--- src/rtl/vx_csa_gather_if.sv ---
// -----------------------------------------------------------------------------
// vx_csa_gather_if
//   Handshake bundle between the operand gatherer and its surroundings.
//   Carries the input beat stream (in_*) and the packed output bundle (out_*).
//
//   Parameters: N operands per group, W operand width, L lanes per beat.
//   CW = $clog2(N+1) is derived and sizes out_count.
//
//   Modports:
//     master : the gather block (drives in_ready and the output bundle)
//     slave  : the environment (drives the beat stream and out_ready)
// -----------------------------------------------------------------------------
interface vx_csa_gather_if #(
  parameter int N = 11,
  parameter int W = 8,
  parameter int L = 4
);
  localparam int CW = $clog2(N + 1);

  logic                  in_valid;
  logic [L-1:0][W-1:0]   in_data;
  logic [L-1:0]          in_mask;
  logic                  in_last;
  logic                  in_ready;

  logic                  out_valid;
  logic [N-1:0][W-1:0]   out_operands;
  logic [CW-1:0]         out_count;
  logic                  out_ready;

  modport master (
    input  in_valid, in_data, in_mask, in_last, out_ready,
    output in_ready, out_valid, out_operands, out_count
  );

  modport slave (
    output in_valid, in_data, in_mask, in_last, out_ready,
    input  in_ready, out_valid, out_operands, out_count
  );
endinterface

--- src/rtl/vx_csa_gather.sv ---
// -----------------------------------------------------------------------------
// vx_csa_gather
//   Operand-gathering stage in front of the mod-4 CSA reduction tree. Beats of
//   L lanes are packed into an N-slot bundle (one reduction group); the full
//   bundle, zero-padded where beats did not reach, is then held for the tree
//   under a valid/ready handshake.
//
//   Ports:
//     clk      clock
//     reset_n  asynchronous active-low reset
//     bus      vx_csa_gather_if.master (in_* beat stream, out_* bundle)
//     perf_groups / perf_stalls  (only with VX_CSA_GATHER_PERF_EN)
//
//   Optional feature macro: VX_CSA_GATHER_PERF_EN
//     Adds 32-bit wrapping counters of bundles handed off and of stall
//     cycles (out_valid && !out_ready).
//
//   Parameters must match those of the connected interface instance.
// -----------------------------------------------------------------------------
module vx_csa_gather #(
  parameter int N = 11,
  parameter int W = 8,
  parameter int L = 4
) (
  input  logic              clk,
  input  logic              reset_n,
  vx_csa_gather_if.master   bus
`ifdef VX_CSA_GATHER_PERF_EN
  ,
  output logic [31:0]       perf_groups,
  output logic [31:0]       perf_stalls
`endif
);

  localparam int BEATS = (N + L - 1) / L;
  localparam int CW    = $clog2(N + 1);
  localparam int BW    = (BEATS > 1) ? $clog2(BEATS) : 1;

  typedef enum logic {
    ST_FILL  = 1'b0,
    ST_ISSUE = 1'b1
  } state_e;

  state_e              state_q, state_d;
  logic [BW-1:0]       beat_q, beat_d;
  logic [N-1:0][W-1:0] ops_q, ops_d;
  logic [CW-1:0]       count_q, count_d;
  logic                out_valid_q, out_valid_d;

  logic                in_ready;
  logic                accept;
  logic                handoff;
  int                  k;
  int                  slot;

  // While filling we always take beats; while issuing, a new beat can only
  // enter on the same edge the held bundle leaves.
  assign in_ready = (state_q == ST_FILL) ? 1'b1 : bus.out_ready;

  // NOTE: every variable gets a default at the top of always_comb so no path
  // leaves it unassigned; otherwise synthesis infers a latch.
  always_comb begin
    state_d = state_q;
    beat_d  = beat_q;
    ops_d   = ops_q;
    count_d = count_q;
    slot    = 0;

    accept  = bus.in_valid && in_ready;
    handoff = (state_q == ST_ISSUE) && bus.out_ready;
    // A beat taken during handoff is always the first beat of the next group.
    k       = (state_q == ST_FILL) ? int'(beat_q) : 0;

    if (handoff) begin
      state_d = ST_FILL;
      beat_d  = '0;
    end

    if (accept) begin
      // First beat of a group wipes the previous bundle so that short groups
      // never expose stale operands in their unwritten slots.
      if (k == 0) begin
        ops_d   = '0;
        count_d = '0;
      end
      for (int j = 0; j < L; j++) begin
        slot = k * L + j;
        // Lanes past slot N-1 on the final beat are dropped and not counted.
        if (slot < N) begin
          ops_d[slot] = bus.in_mask[j] ? bus.in_data[j] : '0;
          if (bus.in_mask[j]) count_d = count_d + CW'(1);
        end
      end
      if (bus.in_last || (k == BEATS - 1)) begin
        state_d = ST_ISSUE;
        beat_d  = '0;
      end else begin
        state_d = ST_FILL;
        beat_d  = BW'(k + 1);
      end
    end

    out_valid_d = (state_d == ST_ISSUE);
  end

  // NOTE: sequential state uses non-blocking assignments so every flop samples
  // the pre-edge values regardless of statement order.
  // NOTE: the operand register is reset as a whole because the bundle is a
  // visible output whose reset value is zero, not a scratch memory.
  always_ff @(posedge clk or negedge reset_n) begin
    if (!reset_n) begin
      state_q     <= ST_FILL;
      beat_q      <= '0;
      ops_q       <= '0;
      count_q     <= '0;
      out_valid_q <= 1'b0;
    end else begin
      state_q     <= state_d;
      beat_q      <= beat_d;
      ops_q       <= ops_d;
      count_q     <= count_d;
      out_valid_q <= out_valid_d;
    end
  end

  assign bus.in_ready     = in_ready;
  assign bus.out_valid    = out_valid_q;
  assign bus.out_operands = ops_q;
  assign bus.out_count    = count_q;

`ifdef VX_CSA_GATHER_PERF_EN
  logic [31:0] perf_groups_q, perf_groups_d;
  logic [31:0] perf_stalls_q, perf_stalls_d;

  always_comb begin
    perf_groups_d = perf_groups_q + (handoff ? 32'd1 : 32'd0);
    perf_stalls_d = perf_stalls_q + ((out_valid_q && !bus.out_ready) ? 32'd1 : 32'd0);
  end

  always_ff @(posedge clk or negedge reset_n) begin
    if (!reset_n) begin
      perf_groups_q <= '0;
      perf_stalls_q <= '0;
    end else begin
      perf_groups_q <= perf_groups_d;
      perf_stalls_q <= perf_stalls_d;
    end
  end

  assign perf_groups = perf_groups_q;
  assign perf_stalls = perf_stalls_q;
`endif

endmodule

--- src/flat_wrapper.sv ---
// flat-port wrapper written by rule: the top's interface ports become plain ports
module vx_csa_gather_flat 
#(
  parameter int N = 11,
  parameter int W = 8,
  parameter int L = 4
)
  (clk, reset_n, bus_in_valid, bus_in_data, bus_in_mask, bus_in_last, bus_out_ready, bus_in_ready, bus_out_valid, bus_out_operands, bus_out_count);
  vx_csa_gather_if #(.N(N), .W(W), .L(L)) bus_i ();
  input  logic clk;
  input  logic reset_n;
  input wire logic [$bits(bus_i.in_valid)-1:0] bus_in_valid;
  input wire logic [$bits(bus_i.in_data)-1:0] bus_in_data;
  input wire logic [$bits(bus_i.in_mask)-1:0] bus_in_mask;
  input wire logic [$bits(bus_i.in_last)-1:0] bus_in_last;
  input wire logic [$bits(bus_i.out_ready)-1:0] bus_out_ready;
  output wire logic [$bits(bus_i.in_ready)-1:0] bus_in_ready;
  output wire logic [$bits(bus_i.out_valid)-1:0] bus_out_valid;
  output wire logic [$bits(bus_i.out_operands)-1:0] bus_out_operands;
  output wire logic [$bits(bus_i.out_count)-1:0] bus_out_count;
  assign bus_i.in_valid = bus_in_valid;
  assign bus_i.in_data = bus_in_data;
  assign bus_i.in_mask = bus_in_mask;
  assign bus_i.in_last = bus_in_last;
  assign bus_i.out_ready = bus_out_ready;
  assign bus_in_ready = bus_i.in_ready;
  assign bus_out_valid = bus_i.out_valid;
  assign bus_out_operands = bus_i.out_operands;
  assign bus_out_count = bus_i.out_count;
  vx_csa_gather #(.N(N), .W(W), .L(L)) u_core (.clk(clk), .reset_n(reset_n), .bus(bus_i));
endmodule
--- config.mk ---
export PLATFORM = sky130hd
export DESIGN_NAME = vx_csa_gather_flat
export DESIGN_NICKNAME = d
export VERILOG_FILES = /design/src/rtl/vx_csa_gather_if.sv /design/src/rtl/vx_csa_gather.sv /design/src/flat_wrapper.sv
export SDC_FILE = /design/constraint.sdc
export NUM_CORES = 1
export LEC_CHECK = 0
export CAP_MARGIN = 5
export CORE_MARGIN = 2
export CORE_UTILIZATION = 40
export CTS_CLUSTER_DIAMETER = 150
export DETAILED_ROUTE_END_ITERATION = 7
export PLACE_DENSITY = 0.71
export SYNTH_ARGS = -nofsm -noshare
export SYNTH_HDL_FRONTEND = slang
export SYNTH_SLANG_ARGS = --single-unit
--- constraint.sdc ---
create_clock -name clk -period 3.5 [get_ports clk]
set_input_delay 0.7 -clock clk [delete_from_list [all_inputs] [get_ports clk]]
set_output_delay 0.7 -clock clk [all_outputs]
set_load 0.005 [all_outputs]
* Word-level counts from Yosys, hierarchy flattened
Cells that the tools add are included.
Word-level totals: flip-flop bits (word level) 95, latch bits 0, memory bits (writable) 0, memory bits (read-only) 0, input port bits 41, word-level logic and storage cells 90, memories 0
Cells by class: $add $sub $neg 8, multiply operators 0, div/mod/pow operators 0, $lt $le $gt $ge 12, equality and inequality tests 1, shift operators 0, muxes and demuxes 46, bitwise operators 0, reduce and logical (&&, ||, !) cells 9
Operators with widths (number):
- $mux W88 | 9
- $bwmux W88 | 4
- $ge A32 B1 Y1 const B | 4
- $lt A32 B5 Y1 const B | 4
- $lt A32 B6 Y1 const B | 4
- $demux W8 S4 | 3
- $add A32 B3 Y32 const B | 2
- $mux W8 | 8
- $mux W4 | 13
- $add A32 B2 Y32 const B | 1
- $eq A32 B3 Y1 const B | 1
- $logic_not A32 Y1 | 1
- $add A4 B1 Y4 const B | 4
- $demux W8 S2 | 1
- $mux W2 | 4
- $logic_and A1 B1 Y1 | 6
- $mux W1 | 4
- $add A2 B2 Y2 const B | 1
- $reduce_bool A2 Y1 | 1
- $logic_or A1 B1 Y1 | 1

* Logic depth before layout (Yosys ltp)
Gate-level depths: netlist of run 1.
word-level depth 19, mapped depth 16, depth with buffers taken out 15

* Worst setup path before layout of run 1
No wires, ideal clock.
path kind register -> register, from register u_core.state_q, to register u_core.count_q[2] (netlist: u_core.bus.out_count[2]), library setup time 136 ps, data arrival time 3143 ps, path slack 221 ps, stages on the path, launching flop included 17, path buffers 1, period minus slack after synthesis 3279 ps, path through dfrtp_1 -> nand2b_1 -> inv_1 -> ha_1 -> clkbuf_2 -> o21bai_1 -> o21ai_0 -> o31a_1 -> o32ai_1 -> ha_1 -> or3b_2 -> o211ai_1 -> o211ai_1 -> ha_1 -> nand3_1 -> xnor2_1 -> o21ai_0
On the way: longest elaborated chain between the ends 19
Ends and longest elaborated chain:
- start, declared | RTL line vx_csa_gather.sv:44 | state_e state_q, state_d;
- start signal, assigned | RTL line vx_csa_gather.sv:118 | state_q <= state_d;
- $mux W2 | RTL line vx_csa_gather.sv:72 | k = (state_q == ST_FILL) ? int'(beat_q) : 0;
- $logic_not A32 Y1 | RTL line vx_csa_gather.sv:82 | if (k == 0) begin
- $mux W4 | RTL line vx_csa_gather.sv:82
- $mux W4 | RTL line vx_csa_gather.sv:79 | if (accept) begin
- $add A4 B1 Y4 | RTL line vx_csa_gather.sv:91 | if (bus.in_mask[j]) count_d = count_d + CW'(1);
- $mux W4 | RTL line vx_csa_gather.sv:91
- $mux W4 | RTL line vx_csa_gather.sv:89 | if (slot < N) begin
- $mux W4 | RTL line vx_csa_gather.sv:79
- [3 not listed]
- $mux W4 | RTL line vx_csa_gather.sv:79
- $add A4 B1 Y4 | RTL line vx_csa_gather.sv:91
- $mux W4 | RTL line vx_csa_gather.sv:91
- $mux W4 | RTL line vx_csa_gather.sv:89
- $mux W4 | RTL line vx_csa_gather.sv:79
- $add A4 B1 Y4 | RTL line vx_csa_gather.sv:91
- $mux W4 | RTL line vx_csa_gather.sv:91
- $mux W4 | RTL line vx_csa_gather.sv:89
- end signal, assigned | RTL line vx_csa_gather.sv:121 | count_q <= count_d;
- end, declared | RTL line vx_csa_gather.sv:47 | logic [CW-1:0] count_q, count_d;
Several ways; a longest one is shown, not always the timed one. The select of a mux whose other input is x is not followed. A chain may end at the register's enable or synchronous reset.

* Final worst setup path of run 1
from input port bus_in_mask[1], to register u_core.count_q[2] (netlist: u_core.bus.out_count[2])
On the way: longest elaborated chain between the ends 10
Ends and longest elaborated chain:
- start, declared | RTL line flat_wrapper.sv:14 | input wire logic [$bits(bus_i.in_mask)-1:0] bus_in_mask;
- $mux W4 (*) | RTL line vx_csa_gather.sv:91
- $mux W4 (*) | RTL line vx_csa_gather.sv:89
- $mux W4 (*) | RTL line vx_csa_gather.sv:79
- $add A4 B1 Y4 | RTL line vx_csa_gather.sv:91
- $mux W4 | RTL line vx_csa_gather.sv:91
- $mux W4 (*) | RTL line vx_csa_gather.sv:89
- $mux W4 (*) | RTL line vx_csa_gather.sv:79
- $add A4 B1 Y4 | RTL line vx_csa_gather.sv:91
- $mux W4 | RTL line vx_csa_gather.sv:91
- $mux W4 (*) | RTL line vx_csa_gather.sv:89
Mark *: on every way between the ends. The rest lies on a longest branch, timed or not. The select of a mux whose other input is x is not followed.

==> results.md, run 1 <==
* Worst hold path type: input port to asynchronous set/reset pin
* Peak supply drop at 221 µV
* Critical path required time at 3720 ps
* Initial DRC count at 226
* Initial Utilization at 41.5%
* Pwr Total at 2.86 mW
* Placer Congestion at 0.867
* Total Routing Usage GR at 21.0%
* Crit-path max FO at 10
* Tightest Pin Transition at 1150 ps
* H-Tree Depth at 3
* Via count at 3560
* Max-cap viol count at 0
* Finished Layout Cells at 684
* Power Dens Cells at 493 nW/µm²
* Avg Cell Area, Syn at 10.1 µm²
* Sequential group share of total power at 47.7%
* Net Switching at 881 µW
* Die Area at 11100 µm²
* CP Launch Point: bus_in_mask[1]
* Ys async rst share at 100%
* Number of library cell types mapped by synthesis at 44
* CTS Sinks at 95
* Synth area leader: dfrtp_1
* Slew Limit Fails at 0
* Unrepaired setup endpoints after global routing: false
* Setup Skew at 12.1 ps
* Core Region at 9860 µm²
* Sequential area share after synthesis at 58.0%
* Util after Layout at 58.8%
* TritonCTS clock tree: done
* Place WS at -136 ps
* Row count at 36
* Fin crit period at 3250 ps
* Combinational Power Share at 30.1%
* Critical path class: input port to flip-flop
* Initial DRT Pass Iterations at 4
* Post-synth top area share at 58.0%
* Hold_buf cts at 0
* Initial antenna violation count at 0
* Finished layout cell area at 5800 µm²
* I/O pin count at 135
* Chip Height at 105 µm
* Antenna cells at 0
* Fin crit share at 92.8%
* Sw Share at 30.8%
* P&R area growth vs syn at 41.5%
* Layout cells sized above 1 at 7.99%
* Post-synth EDFFs at 0
* Final hold slack at 168 ps
* Reg-to-reg endpoint: u_core.bus.out_count[2]$_DFFE_PN0P_
* Number of remaining DRC errors at 0
* Reg-to-reg slack, setup at 280 ps
* Clk_lat worst skew at 350 ps
* Layout fillers at 866
* Slew headroom at 23.3%
* Dpl cells at 662
* Vias in the first global route at 3510
* Clock Tree Root: clkbuf_8
* Pin count of the biggest net entering global routing at 86
* Max Freq at 0.308 GHz
* Reg2Reg Launch Point: u_core.state_q$_DFFE_PN0P_
* Setup total negative slack at 0 ps
* Overflow after GRT at 0
* Synth warnings at 0
* Clk buf depth at 2
* Post-Syn Instances at 406
* Synth Net Count at 454
* Global-route wire length before repair at 18.5 mm
* Synthesized flop and latch total at 95
* Final hold vios at 0
* Leak at 2.49 nW
* CP Launch Type: input port
* Critical Path End: u_core.bus.out_count[2]$_DFFE_PN0P_
* Final worst slack at 253 ps
* Critical Path Sink Type: flip-flop
* CTS clk-pin slew, worst paths at 100 ps
* Inserted Clock Buffers at 9
* CP arrival at 3470 ps
* Drt wl/cell at 16.4 µm
* I/O Buffers at 134
* Clk pwr share at 22.2%
* Synth top area cells: dfrtp_1 58%, nand2_1 11%, o21ai_0 9.6%
* Setup violators final at 0
* Post-Syn Area at 4100 µm²
* Placed Area at 5580 µm²
* Synth Flop Type: dfrtp_1
* Drt via density at 5.20
* Status: complete, no violations
* Horiz. Die Dim at 105 µm
* Internal at 1.98 mW
* Final ANT Viol Nets at 0
* WL final at 11.2 mm
* Post-DP HPWL at 7.72 mm
* Layout Nets at 594
* R2R depth at 15
[worst min path at each step]
stage | startpoint | end | slack, ps | cells after the start
2_1_floorplan | reset_n | asynchronous set/reset pin | 400 | 0
3_3_place_gp | u_core.bus.out_operands[85]$_DFFE_PN0P_ | u_core.bus.out_operands[85]$_DFFE_PN0P_ | 460 | 2
3_5_place_dp | u_core.bus.out_operands[85]$_DFFE_PN0P_ | u_core.bus.out_operands[85]$_DFFE_PN0P_ | 470 | 2
4_1_cts | reset_n | u_core.bus.out_operands[64]$_DFFE_PN0P_ | 150 | 1
5_1_grt | reset_n | u_core.bus.out_operands[64]$_DFFE_PN0P_ | 150 | 1
6_report | reset_n | u_core.bus.out_operands[64]$_DFFE_PN0P_ | 170 | 1
[cells by family after synthesis]
kind of cell	synth area share, %
AO/OA/AOI/OAI	17.0
XOR/XNOR	1.92
adder cells (fa/ha/maj)	2.38
buffers and inverters	4.03
flip-flops	58.0
multiplexers	0.733
AND/OR/NAND/NOR	15.9
[layout by cell type (no fill, tap or decap), drive strengths merged, types with 2 or more instances in the layout]
cell type,count
o32ai,2
o211ai,3
inv,4
nand2b,3
nor2,4
dfrtp,95
ha,7
a21oi,4
and3,2
o31a,2
clkinvlp,4
clkbuf,11
o21ai,82
a32o,17
buf,21
nand2,116
nand3b,3
xnor2,6
xor2,3
nor2b,7
or4,2
mux2i,3
clkdlybuf4s50,133
[Yosys cell counts (2+ instances only)]
library cell	instances
a21oi_1	4
a32o_1	17
and3_1	2
buf_4	2
clkbuf_1	17
dfrtp_1	95
ha_1	7
inv_1	4
mux2i_1	3
nand2_1	116
nand2b_1	3
nand3b_1	3
nor2_1	4
nor2b_1	7
o211ai_1	3
o21ai_0	79
o21ai_1	3
o31a_1	2
o32ai_1	2
or4_1	2
xnor2_1	6
xor2_1	3
[final cells by class]
cell class | instances | area, µm² | share of cell area [%]
clock buffers | 11 | 131 | 2.27
clock inverters | 5 | 35.0 | 0.604
inverters | 4 | 15.0 | 0.259
multi-input cells | 282 | 1570 | 27.1
flip-flops and latches | 95 | 2380 | 41.0
well taps | 133 | 166 | 2.87
repair buffers | 154 | 1500 | 25.9
[critical path, cell delays in order]
cell and delay, ps:
clkdlybuf4s50_1 580, buf_4 230, nand2_1 90, o32ai_1 300
ha_1 290, or3b_2 490, o211ai_1 100, o211ai_1 160
ha_1 230, nand3_1 90, xnor2_1 110, o21ai_0 100
[power groups by stage]
| stage | Clock (mW) | Sequential [mW] | Combinational [mW] |
|---|---|---|---|
| floorplan | 0 | 1.36 | 0.370 |
| global placement | 0 | 1.38 | 0.837 |
| detailed placement | 0 | 1.39 | 0.856 |
| CTS | 0.650 | 1.37 | 0.860 |
| global route | 0.694 | 1.39 | 0.943 |
| finish | 0.634 | 1.36 | 0.861 |
[metal layers]
metal / GRT usage (%) / routed length, µm
met4: 5.90 / 99
met1: 28.0 / 4980
met3: 5.13 / 829
met5: 0 / 0
met2: 34.1 / 5310
[timing repair]
action | CTS | global route
endpoints found under the hold margin | 0 | 0
setup endpoints to repair | 2 | 3
cloned | 0 | 0
pin swaps | 0 | 1
setup buffers | 0 | 6
gates resized for setup | 1 | 3
No activity file was read; power rests on OpenSTA's default activity.
==> run 2, diff against run 1 <==
- ABC_AREA: not set -> 1
- CTS_BUF_LIST: not set -> sky130_fd_sc_hd__clkbuf_16
- PLACE_DENSITY: 0.71 -> 0.7
==> results.md, run 2 <==
* Synth Net Count at 538 (+19%)
* Number of library cell types mapped by synthesis at 24 (-45%)
* Synth area leader: dfrtp_1
* Sequential group share of total power at 42.9% (-4.8 points)
* Final ANT Viol Nets at 0 (unchanged)
* Util after Layout at 56.9% (-1.9 points)
* Clock Tree Root: clkbuf_16
* Synth top area cells: dfrtp_1 54%, nand3_1 11%, o22ai_1 6.9%
* Die Area at 11800 µm² (+6.4%)
* CP max stage cell: dfrtp_1
* Max-cap viol count at 0 (unchanged)
* Net Switching at 897 µW (+1.8%)
* Combinational Power Share at 26.0% (-4.1 points)
* Tightest Pin Transition at 924 ps (-227 ps)
* Number of remaining DRC errors at 0 (unchanged)
* Reg2Reg Launch Point: u_core.state_q$_DFFE_PN0P_
* Sw Share at 29.6% (-1.2 points)
* Hold_buf cts at 0 (unchanged)
* Pwr Total at 3.03 mW (+6.1%)
* Worst Path Buf+Inv at 2 (unchanged)
* Status: complete, no violations
* Final hold vios at 0 (unchanged)
* Slowest stage delay, CP at 450 ps (-130 ps)
* Worst hold path type: input port to asynchronous set/reset pin
* Layout Nets at 666 (+12%)
* Peak supply drop at 221 µV (-0.15%)
* Overflow after GRT at 0 (unchanged)
* Post-CTS Repair Setup Buffers at 0 (unchanged)
* H-Tree Depth at 3 (unchanged)
* Leak at 2.68 nW (+7.4%)
* WL final at 12.5 mm (+11%)
* Total Routing Usage GR at 21.9% (+0.91 points)
* CTS Sinks at 95 (unchanged)
* Cell with the most instances on the worst path: nand2_1
* Slew headroom at 38.4% (+15 points)
* Post-synth EDFFs at 0 (unchanged)
* Chip Height at 109 µm (+3.2%)
* Ys async rst share at 100% (unchanged)
* Post-DP HPWL at 8.81 mm (+14%)
* Post-synth top area share at 54.4% (-3.6 points)
* Synth Flop Type: dfrtp_1
* CP Launch Point: u_core.state_q$_DFFE_PN0P_
* Clk pwr share at 31.1% (+8.9 points)
* CP arrival at 3190 ps (-280 ps)
* Sequential area share after synthesis at 54.4% (-3.6 points)
* Setup Skew at 5.71 ps (-6.39 ps)
* Clk buf depth at 2 (unchanged)
* Unrepaired setup endpoints after global routing: false
* Initial DRC count at 326 (+44%)
* Power Dens Cells at 496 nW/µm² (+0.55%)
* Crit-path max FO at 29 (+19)
* Fin crit share at 85.0% (-7.8 points)
* Placer Congestion at 0.816 (-5.9%)
* Drt wl/cell at 16.4 µm (+0.14%)
* Slew Limit Fails at 0 (unchanged)
* Initial DRT Pass Iterations at 5 (+1)
* Top cells by count, synth: 95 x dfrtp_1, 95 x nand3_1, 76 x inv_1, 56 x nand2_1, 48 x o22ai_1
* Synth warnings at 0 (unchanged)
* Final worst slack at 526 ps (+273 ps)
* CTS clk-pin slew, worst paths at 60 ps (-40 ps)
* Max Freq at 0.336 GHz (+9.2%)
* CP Launch Type: flip-flop
* Synthesized flop and latch total at 95 (unchanged)
* Post-Syn Area at 4370 µm² (+6.7%)
* Global-route wire length before repair at 19.9 mm (+7.7%)
* Row count at 38 (+5.6%)
* I/O pin count at 135 (unchanged)
* Setup violators final at 0 (unchanged)
* Commonest non-fill, non-tap cell in the layout: clkdlybuf4s50_1
* Fin crit period at 2970 ps (-273 ps)
* Inserted Clock Buffers at 9 (unchanged)
* Post-Syn Instances at 490 (+21%)
* Initial antenna violation count at 0 (unchanged)
* Pin count of the biggest net entering global routing at 74 (-14%)
* Critical path class: flip-flop to flip-flop
* CP delay by family, top: simple AND/OR/NAND/NOR gates
* P&R area growth vs syn at 39.9%
* Place WS at 521 ps (+658 ps)
* Initial Utilization at 40.7% (-0.87 points)
* Critical Path Sink Type: flip-flop
* Most frequent cells in the layout: 133 x clkdlybuf4s50_1, 95 x nand3_1, 95 x dfrtp_1
* Core Region at 10700 µm² (+8.9%)
* Clk_lat worst skew at 350 ps (about the same)
* Via count at 4025 (+13%)
* Avg Cell Area, Syn at 8.92 µm² (-12%)
* I/O Buffers at 134 (unchanged)
* Antenna cells at 0 (unchanged)
* TritonCTS clock tree: done
* Vias in the first global route at 3865 (+10%)
* Horiz. Die Dim at 109 µm (+3.2%)
* Layout cells sized above 1 at 7.73% (-0.26 points)
* Critical-path cell list: nor2_4 -> ha_1 -> inv_2 -> nand2_1 -> nand2_1 -> nand3_4 -> nand2_1 -> inv_1 -> nor2_1 -> ha_1 -> nand2_1 -> nand2_2 -> ha_1 -> nor2_1 -> o21ai_0
* Post-CTS sizing at 0 (-1)
* Setup total negative slack at 0 ps (unchanged)
* Internal at 2.14 mW (+8.0%)
* Drt via density at 5.29 (+1.6%)
* Critical path required time at 3720 ps (about the same)
run 2: worst register-to-register path: cells and delay by family (launching register included):
family / cells / cell delay, ps
flip-flops: 1 / 450
AND/OR/NAND/NOR: 9 / 1060
buffers and inverters: 2 / 320
adder cells (fa/ha/maj): 3 / 920
AO/OA/AOI/OAI: 1 / 90
run 2: metal layers:
layer  GRT usage, %  share of wire, %  routed length (µm)
met5              0                 0                   0
met4           12.6               4.2                 521
met3           3.92               8.2                1020
met2           33.3                46                5760
met1           29.4                42                5190
run 2: worst paths after layout:
path                       cells past startpoint  slack, ps                                       to
max                                           15        530      u_core.bus.out_count[1]$_DFFE_PN0P_
min                                            1        490  u_core.bus.out_operands[53]$_DFFE_PN0P_
max reg2reg                                   15        530      u_core.bus.out_count[1]$_DFFE_PN0P_
min reg2reg                                    2        520                                flip-flop
max in group asynchronous                      2       2260               asynchronous set/reset pin
min in group clk                               2        520                                flip-flop
run 2: cells by family after synthesis:
kind of cell | share of synthesized area, %
compound gates | 13.9
buf+inv | 10.5
simple gates | 19.2
fa+ha+maj | 2.00
flops | 54.4
run 2: final cells by class:
type                       instances  area [µm²]
clock buffer                       9         225
clock inverter                     5        51.3
fill                             960        4630
inverter                          83         312
multi-input combinational        282        1540
sequential                        95        2380
tap                              140         175
timing repair buffer             147        1440
run 2: through the flow:
step           instance area [µm²]  hold slack [ps]  instances
2_1_floorplan                 4370              404        490
3_3_place_gp                  5840              496        747
3_5_place_dp                  5840              502        747
4_1_cts                       6120              520        761
5_1_grt                       6120              548        761
6_report                      6120              494        761
run 2: power groups by stage:
stage / clock [mW] / combinational, mW / sequential (mW)
6_report: 0.943 / 0.788 / 1.30
2_1_floorplan: 0 / 0.361 / 1.31
3_5_place_dp: 0 / 0.790 / 1.32
4_1_cts: 0.958 / 0.794 / 1.30
5_1_grt: 0.999 / 0.872 / 1.32
3_3_place_gp: 0 / 0.773 / 1.32
